--- config.mk ---
export PLATFORM = sky130hd
export DESIGN_NAME = regfile_sb
export DESIGN_NICKNAME = d
export VERILOG_FILES = /design/src/rtl/regfile_sb.sv
export SDC_FILE = /design/constraint.sdc
export NUM_CORES = 2
export LEC_CHECK = 0
export CAP_MARGIN = 20
export CORE_MARGIN = 4
export CORE_UTILIZATION = 50
export CTS_CLUSTER_SIZE = 10
export DETAILED_ROUTE_END_ITERATION = 8
export DONT_BUFFER_PORTS = 1
export PLACE_DENSITY = 0.62
export SLEW_MARGIN = 20
export SYNTH_ARGS = -nofsm -noshare
export SYNTH_HDL_FRONTEND = slang
export SYNTH_HIERARCHICAL = 1
export SYNTH_SLANG_ARGS = --single-unit
export TNS_END_PERCENT = 100
--- constraint.sdc ---
create_clock -name clk -period 9.1 [get_ports clk]
set_clock_uncertainty 0.2 [all_clocks]
set_input_delay 1.365 -clock clk [delete_from_list [all_inputs] [get_ports clk]]
set_output_delay 1.365 -clock clk [all_outputs]
set_load 0.005 [all_outputs]
--- src/rtl/regfile_sb.sv ---
// Register file with write-through bypass and an issue scoreboard: one busy bit per
// register, RAW/WAW stall generation, and a running count of outstanding writes.

module regfile_sb_entry #(
    parameter int DATA_W = 32
) (
    input  logic              clk,
    input  logic              rst_n,
    input  logic              wr,
    input  logic              set,
    input  logic [DATA_W-1:0] d,
    output logic [DATA_W-1:0] q,
    output logic              busy
);

    // An issue landing on the same edge as the writeback keeps the entry busy.
    always_ff @(posedge clk or negedge rst_n) begin
        if (!rst_n) begin
            q    <= '0;
            busy <= 1'b0;
        end else begin
            if (wr)
                q <= d;
            if (set)
                busy <= 1'b1;
            else if (wr)
                busy <= 1'b0;
        end
    end

endmodule

module regfile_sb #(
    parameter int DATA_W = 32,
    parameter int ADDR_W = 5
) (
    input  logic              clk,
    input  logic              rst_n,
    input  logic [ADDR_W-1:0] ra_addr,
    input  logic [ADDR_W-1:0] rb_addr,
    input  logic              use_a,
    input  logic              use_b,
    output logic [DATA_W-1:0] qa,
    output logic [DATA_W-1:0] qb,
    input  logic              we,
    input  logic [ADDR_W-1:0] wn,
    input  logic [DATA_W-1:0] d,
    input  logic              iss_valid,
    input  logic [ADDR_W-1:0] iss_dst,
    output logic              stall,
    output logic              busy_a,
    output logic              busy_b,
    output logic [ADDR_W:0]   pending_cnt
);

    localparam int NREGS = 2 ** ADDR_W;
    localparam logic [ADDR_W:0] CNT_ONE = (ADDR_W+1)'(1);

    logic [NREGS-1:0][DATA_W-1:0] regs;
    logic [NREGS-1:0]             busy;
    logic                         wr_en;
    logic                         iss_ok;
    logic                         dst_haz;
    logic                         cnt_inc;
    logic                         cnt_dec;

    assign wr_en  = we & (wn != '0);
    assign iss_ok = iss_valid & ~stall;

    assign regs[0] = '0;
    assign busy[0] = 1'b0;

    genvar i;
    generate
        for (i = 1; i < NREGS; i++) begin : g_reg
            regfile_sb_entry #(.DATA_W(DATA_W)) u_entry (
                .clk   (clk),
                .rst_n (rst_n),
                .wr    (wr_en & (wn == ADDR_W'(i))),
                .set   (iss_ok & (iss_dst == ADDR_W'(i))),
                .d     (d),
                .q     (regs[i]),
                .busy  (busy[i])
            );
        end
    endgenerate

    // Bypass is masked during reset so reads return zero while rst_n is low.
    assign qa = (rst_n & wr_en & (wn == ra_addr)) ? d : regs[ra_addr];
    assign qb = (rst_n & wr_en & (wn == rb_addr)) ? d : regs[rb_addr];

    assign busy_a  = busy[ra_addr] & ~(we & (wn == ra_addr));
    assign busy_b  = busy[rb_addr] & ~(we & (wn == rb_addr));
    assign dst_haz = (iss_dst != '0) & busy[iss_dst] & ~(we & (wn == iss_dst));
    assign stall   = iss_valid & ((use_a & busy_a) | (use_b & busy_b) | dst_haz);

    // Same-index issue+writeback on a busy entry nets to zero; on an idle entry it is +1.
    assign cnt_inc = iss_ok & (iss_dst != '0);
    assign cnt_dec = wr_en & busy[wn];

    always_ff @(posedge clk or negedge rst_n) begin
        if (!rst_n) begin
            pending_cnt <= '0;
        end else begin
            case ({cnt_inc, cnt_dec})
                2'b10:   pending_cnt <= pending_cnt + CNT_ONE;
                2'b01:   pending_cnt <= pending_cnt - CNT_ONE;
                default: pending_cnt <= pending_cnt;
            endcase
        end
    end

endmodule
---- Yosys cells after proc, flatten, opt, wreduce, memory -nomap -nowiden ----
Index checks and enable logic that the tools add are counted.
operators by class
  reductions and logical operators ........ 34
  eq/ne operators ......................... 67
  $lt $le $gt $ge ......................... 4
  multiplexer cells ....................... 77
  bitwise operators ....................... 85
  add/subtract/negate cells ............... 2
operators with widths
  kind                 number
  $bmux 32 s5          2
  $eq 5x5->1 const B   32
  $mux 32              4
  $eq 5x4->1 const B   16
  $and 1x1->1          79
  $mux 1               66
  $reduce_bool 2->1    32
  $eq 5x3->1 const B   8
  $lt 5x6->1 const B   4
  $bmux 1 s5           4
  $eq 5x2->1 const B   4
  $eq 5x5->1           3
  $pmux 6 s2           1
  $eq 5x1->1 const B   2
  $reduce_bool 5->1    2
  $add 6x1->6 const B  1
  $sub 6x1->6 const B  1
  $not 1->1            4
  $eq 2x1->1 const B   1
  $eq 2x2->1 const B   1
  $or 1x1->1           2
word-level totals
  register bits ........................... 1029
  output and inout port bits .............. 73

---- Depth between registers and ports, before layout ----
  depth after elaboration ................. 13
  gate-level depth with buffers ........... 17
  gate-level depth less buffers ........... 14

---- Hierarchy ----
Netlist, hierarchy kept.
modules (own cells, without submodules)
  module            times used  sequential area each (um2)  area an instance (um2)  cells each
  regfile_sb_entry  31          825.8                       1377.6                  71
  regfile_sb        1           150.1                       18570.3                 1392

---- Worst setup path after synthesis ----
Ideal clock, no wire load.
  kind .................................... input to output
  start point ............................. input port rb_addr[1]
  end point ............................... output port qb[10]
  required time ........................... 7535 ps
  arrival time ............................ 3293 ps
  setup slack ............................. 4242 ps
  cell stages on the path ................. 8
  path buffers ............................ 4
  cell sequence ........................... buf_2 -> buf_4 -> buf_2 -> clkbuf_1 -> mux4_2 -> mux4_2 -> mux2i_1 -> a21oi_1
between the ends
  cells in the longest elaborated chain, start to end .. 3
  elaborated cells between the ends (all ways) .. 5
RTL lines
  element                                                              RTL line  text
  from (decl)                                                          40        input logic [ADDR_W-1:0] rb_addr,
  $bmux 32 s5 / $eq 5x5->1 (equally long branches)                     90        assign qb = (rst_n & wr_en & (wn == rb_addr)) ? d : regs[rb_addr];
  $mux 32 (not written as such) / $and 1x1->1 (equally long branches)  90
  $mux 32 (*)                                                          90
  to (decl)                                                            44        output logic [DATA_W-1:0] qb,
Every way passes the cells marked *; elsewhere a longest branch is shown, timed or not. The select of a mux whose other input is x is not followed.

---- Worst setup path after layout ----
  start point ............................. input port rst_n
  end point ............................... output port qa[1]
between the ends
  cells in the longest elaborated chain, start to end .. 3
RTL lines
  element                   RTL line  text
  from (decl)               38        input logic rst_n,
  $and 1x1->1 (2 in a row)  89        assign qa = (rst_n & wr_en & (wn == ra_addr)) ? d : regs[ra_addr];
  $mux 32                   89
  to (decl)                 43        output logic [DATA_W-1:0] qa,
Every way passes these cells.

==> key figures <==
Synthesis
  – Net Count, Synth: 3,657
  – Post-synth EDFFs: 0
  – Ys async rst share: 100.0%
  – Synth Register Bits: 1,029
  – Syn avg cell area: 17.05 sq um
  – Yosys warnings: 6
  – Mapped cell area: 0.06128 sq mm
  – Cells after synthesis: 3,593
  – Ys flop type: dfrtp_1
  – Synth cell types: 57
  – Register area share after synthesis: 42.02%

Timing
  – Fin crit share: 83.45%
  – Final Max Tran Viols: 0
  – Final worst slack: 1.506 ns
  – Worst slew pin tran: 1.183 ns
  – Final Hold Vio Count: 0
  – Max_slew headroom: 21.16%
  – WHS: 0.1517 ns
  – FMAX: 0.1317 GHz
  – Fin crit period: 7.594 ns
  – Final setup fails: 0
  – Fin Setup TNS: 0 ns
  – RSZ-0062 raised after global routing: false

CTS
  – TritonCTS clock tree: done
  – # H-tree levels: 3
  – Clock-pin slew on the worst setup and hold paths: 0.06 ns
  – Cts repair resizes: 0
  – Hold buffer count at cts: 0
  – Post-CTS Setup Bufs: 0
  – Clock Latency Late Sink: 0.71 ns
  – Root Driver: clkbuf_16
  – Sink Count: 1,029
  – Cts bufs inserted: 118
  – Clock buffer depth: 3

Floorplan
  – Chip Width: 358.1 um
  – Initial Util: 50.34%
  – Die Height: 358.1 um
  – Ports: 131
  – Die ar.: 0.1282 sq mm
  – Core area: 0.1217 sq mm
  – Row Count: 128

Final layout
  – Nets@finish: 3,497
  – Finished Layout Cells: 5,105
  – P&R area growth vs syn: 4.807%
  – Seq. cell area: 0.02575 sq mm
  – Antenna cells: 0
  – Fill cell count: 9,623
  – Area of the multi-input gates: 0.03249 sq mm
  – Final instance area: 0.06422 sq mm
  – Layout cells sized above 1: 53.33%

Power and ir drop
  – P_leak: 27.39 nW
  – Pwr Density: 215.0 mW/mm^2
  – Sw frac: 26.21%
  – Part of the power in registers: 45.4%
  – Peak VDD IR: 0.1562 mV
  – Net switching power: 3.620 mW
  – Logic pwr share: 23.1%
  – Clock network fraction of design power: 31.4%
  – Int Power: 10.19 mW

Placement
  – Hpwl dp: 91,380 um
  – Placed standard-cell area: 0.06073 sq mm
  – Worst slack, placed: 3.552 ns
  – Port buffer count: 0
  – GPL Wtd Cong: 0.8151
  – Dpl cells: 4,932

Global route
  – Met2 usage: 44.33%
  – Initial antenna violation count: 0
  – Met1 usage: 39.99%
  – First-pass GRT wire length: 264,500 um
  – Number of global-route vias before repair: 37,660
  – GR Util All Layers: 28.02%
  – GRT busiest layer: met2
  – Largest net degree at the start of global routing: 1,031
  – Met3 Resource Use GR: 4.898%
  – GR Overflow Total: 0

Route
  – Via count: 34,570
  – ANT nets after route: 0
  – Routed WL: 179,000 um
  – Initial DRC Count: 3,151
  – Vias per inst: 6.771
  – WL per Instance: 35.07 um
  – First-pass iteration count of the detailed router: 7
  – # DRC: 0

Setup path
  – R2R cell count: 14
  – R2R Path Start: g_reg[13].u_entry/busy
  – CP endpoint kind: output pin
  – Reg2reg end: pending_cnt[5]
  – Reg2reg setup slack: 5.15 ns
  – WS Path Type: in2out
  – Crit path from: rst_n
  – CP Max Fanout: 193
  – Critical Path AT: 6.03 ns
  – Crit path required time: 7.54 ns
  – Crit path capture: qa[1]
  – Worst Setup Start Kind: input pin

Worst hold path
  – Worst min-delay path category: in2async

Outcome
  – Status: complete, no violations

Job
  – Max_cap viols: 0
-- flip-flops by register name, summed over array words and instances (netlist names) --
signal,cells
g.u_entry/busy,31
pending_cnt,6
g.u_entry/q,992
-- Yosys cell counts (4+ instances only) --
library cell	count	area [sq um]
ha_1	5	62.56
xor2_1	10	87.58
nor3_1	5	25.02
buf_1	29	108.9
o21ai_0	38	190.2
buf_4	6	45.04
clkbuf_1	85	319.1
buf_6	38	427.9
nand2b_1	9	56.30
xnor2_1	10	87.58
buf_12	93	1862
nor2_1	103	386.6
or2_2	4	25.02
nand2_1	50	187.7
nand3_1	10	50.05
mux2_4	899	13500
a21oi_1	68	340.3
nor2b_1	7	43.79
nor4_1	31	193.9
a21o_1	33	247.7
buf_2	74	370.4
inv_1	40	150.1
a22o_1	33	289.0
mux4_2	601	13540
mux2_2	130	1464
mux2i_1	109	1091
dfrtp_1	1029	25750
-- power groups by stage --
stage	registers, mW	clock network, mW	logic, mW
2_1_floorplan	6.03	0	2.77
3_3_place_gp	6.18	0	3.02
3_5_place_dp	6.30	0	3.08
4_1_cts	6.25	4.41	3.10
5_1_grt	6.37	4.61	3.36
6_report	6.28	4.34	3.19
-- metal layers --
metal | wire length, um | vias up
met5 | 0 | -
met4 | 5604 | 0
met3 | 11910 | 306
met2 | 85550 | 1431
met1 | 75970 | 19250
li1 | - | 13580
-- cell usage in the layout, fill, tap and decap left out, types with 29 or more instances in the layout --
cell and n:
clkbuf_16 122, inv_1 38, a22o_1 33, dfrtp_1 1029
mux2i_1 109, mux2_4 899, clkbuf_1 35, a21o_1 33
nor2_4 29, mux4_2 601, nor2_1 74, nor4_1 31
nand2_1 48, a21oi_1 68, buf_4 39, mux2_2 130
o21ai_0 38
-- cells by family after synthesis --
logic type,after synthesis,synth area share (%)
mux,1739,48.29
xor+xnor,20,0.2859
buf+inv,366,5.364
compound gates,194,2.050
fa+ha+maj,6,0.1348
simple gates,239,1.854
flops,1029,42.02
-- through the flow --
| stage | power, mW | util, % |
|---|---|---|
| final | 13.81 | 52.76 |
| after global routing | 14.34 | 52.76 |
| after CTS | 13.76 | 52.63 |
| after detailed placement | 9.389 | 49.89 |
| after global placement | 9.200 | 49.89 |
| after floorplan | 8.798 | - |
-- layout make-up --
type / instances / share of cell area [%]
timing repair buffer: 45 / 0.7131
sequential: 1029 / 40.10
multi-input combinational: 2198 / 50.60
clock inverter: 6 / 0.1364
clock buffer: 161 / 5.044
inverter: 41 / 0.2474
tap: 1625 / 3.166
-- worst min path at each step --
stage	start	end	slack (ns)
after global placement	g_reg[30].u_entry/q[31]	g_reg[30].u_entry/q[31]	0.30
after global routing	rst_n	g_reg[23].u_entry/q[16]	0.13
after CTS	rst_n	g_reg[28].u_entry/q[16]	0.25
final	rst_n	g_reg[23].u_entry/q[16]	0.15
after detailed placement	pending_cnt[5]	pending_cnt[5]	0.31
after floorplan	pending_cnt[5]	pending_cnt[5]	0.27
-- critical path: stages --
cell and delay, ns:
buf_16 0.55, buf_16 0.62, buf_16 0.62, buf_16 0.69, nand2_1 0.11, a21oi_1 0.38, nand2_4 0.61, a21oi_1 0.57
No activity file was read; power rests on OpenSTA's default activity.
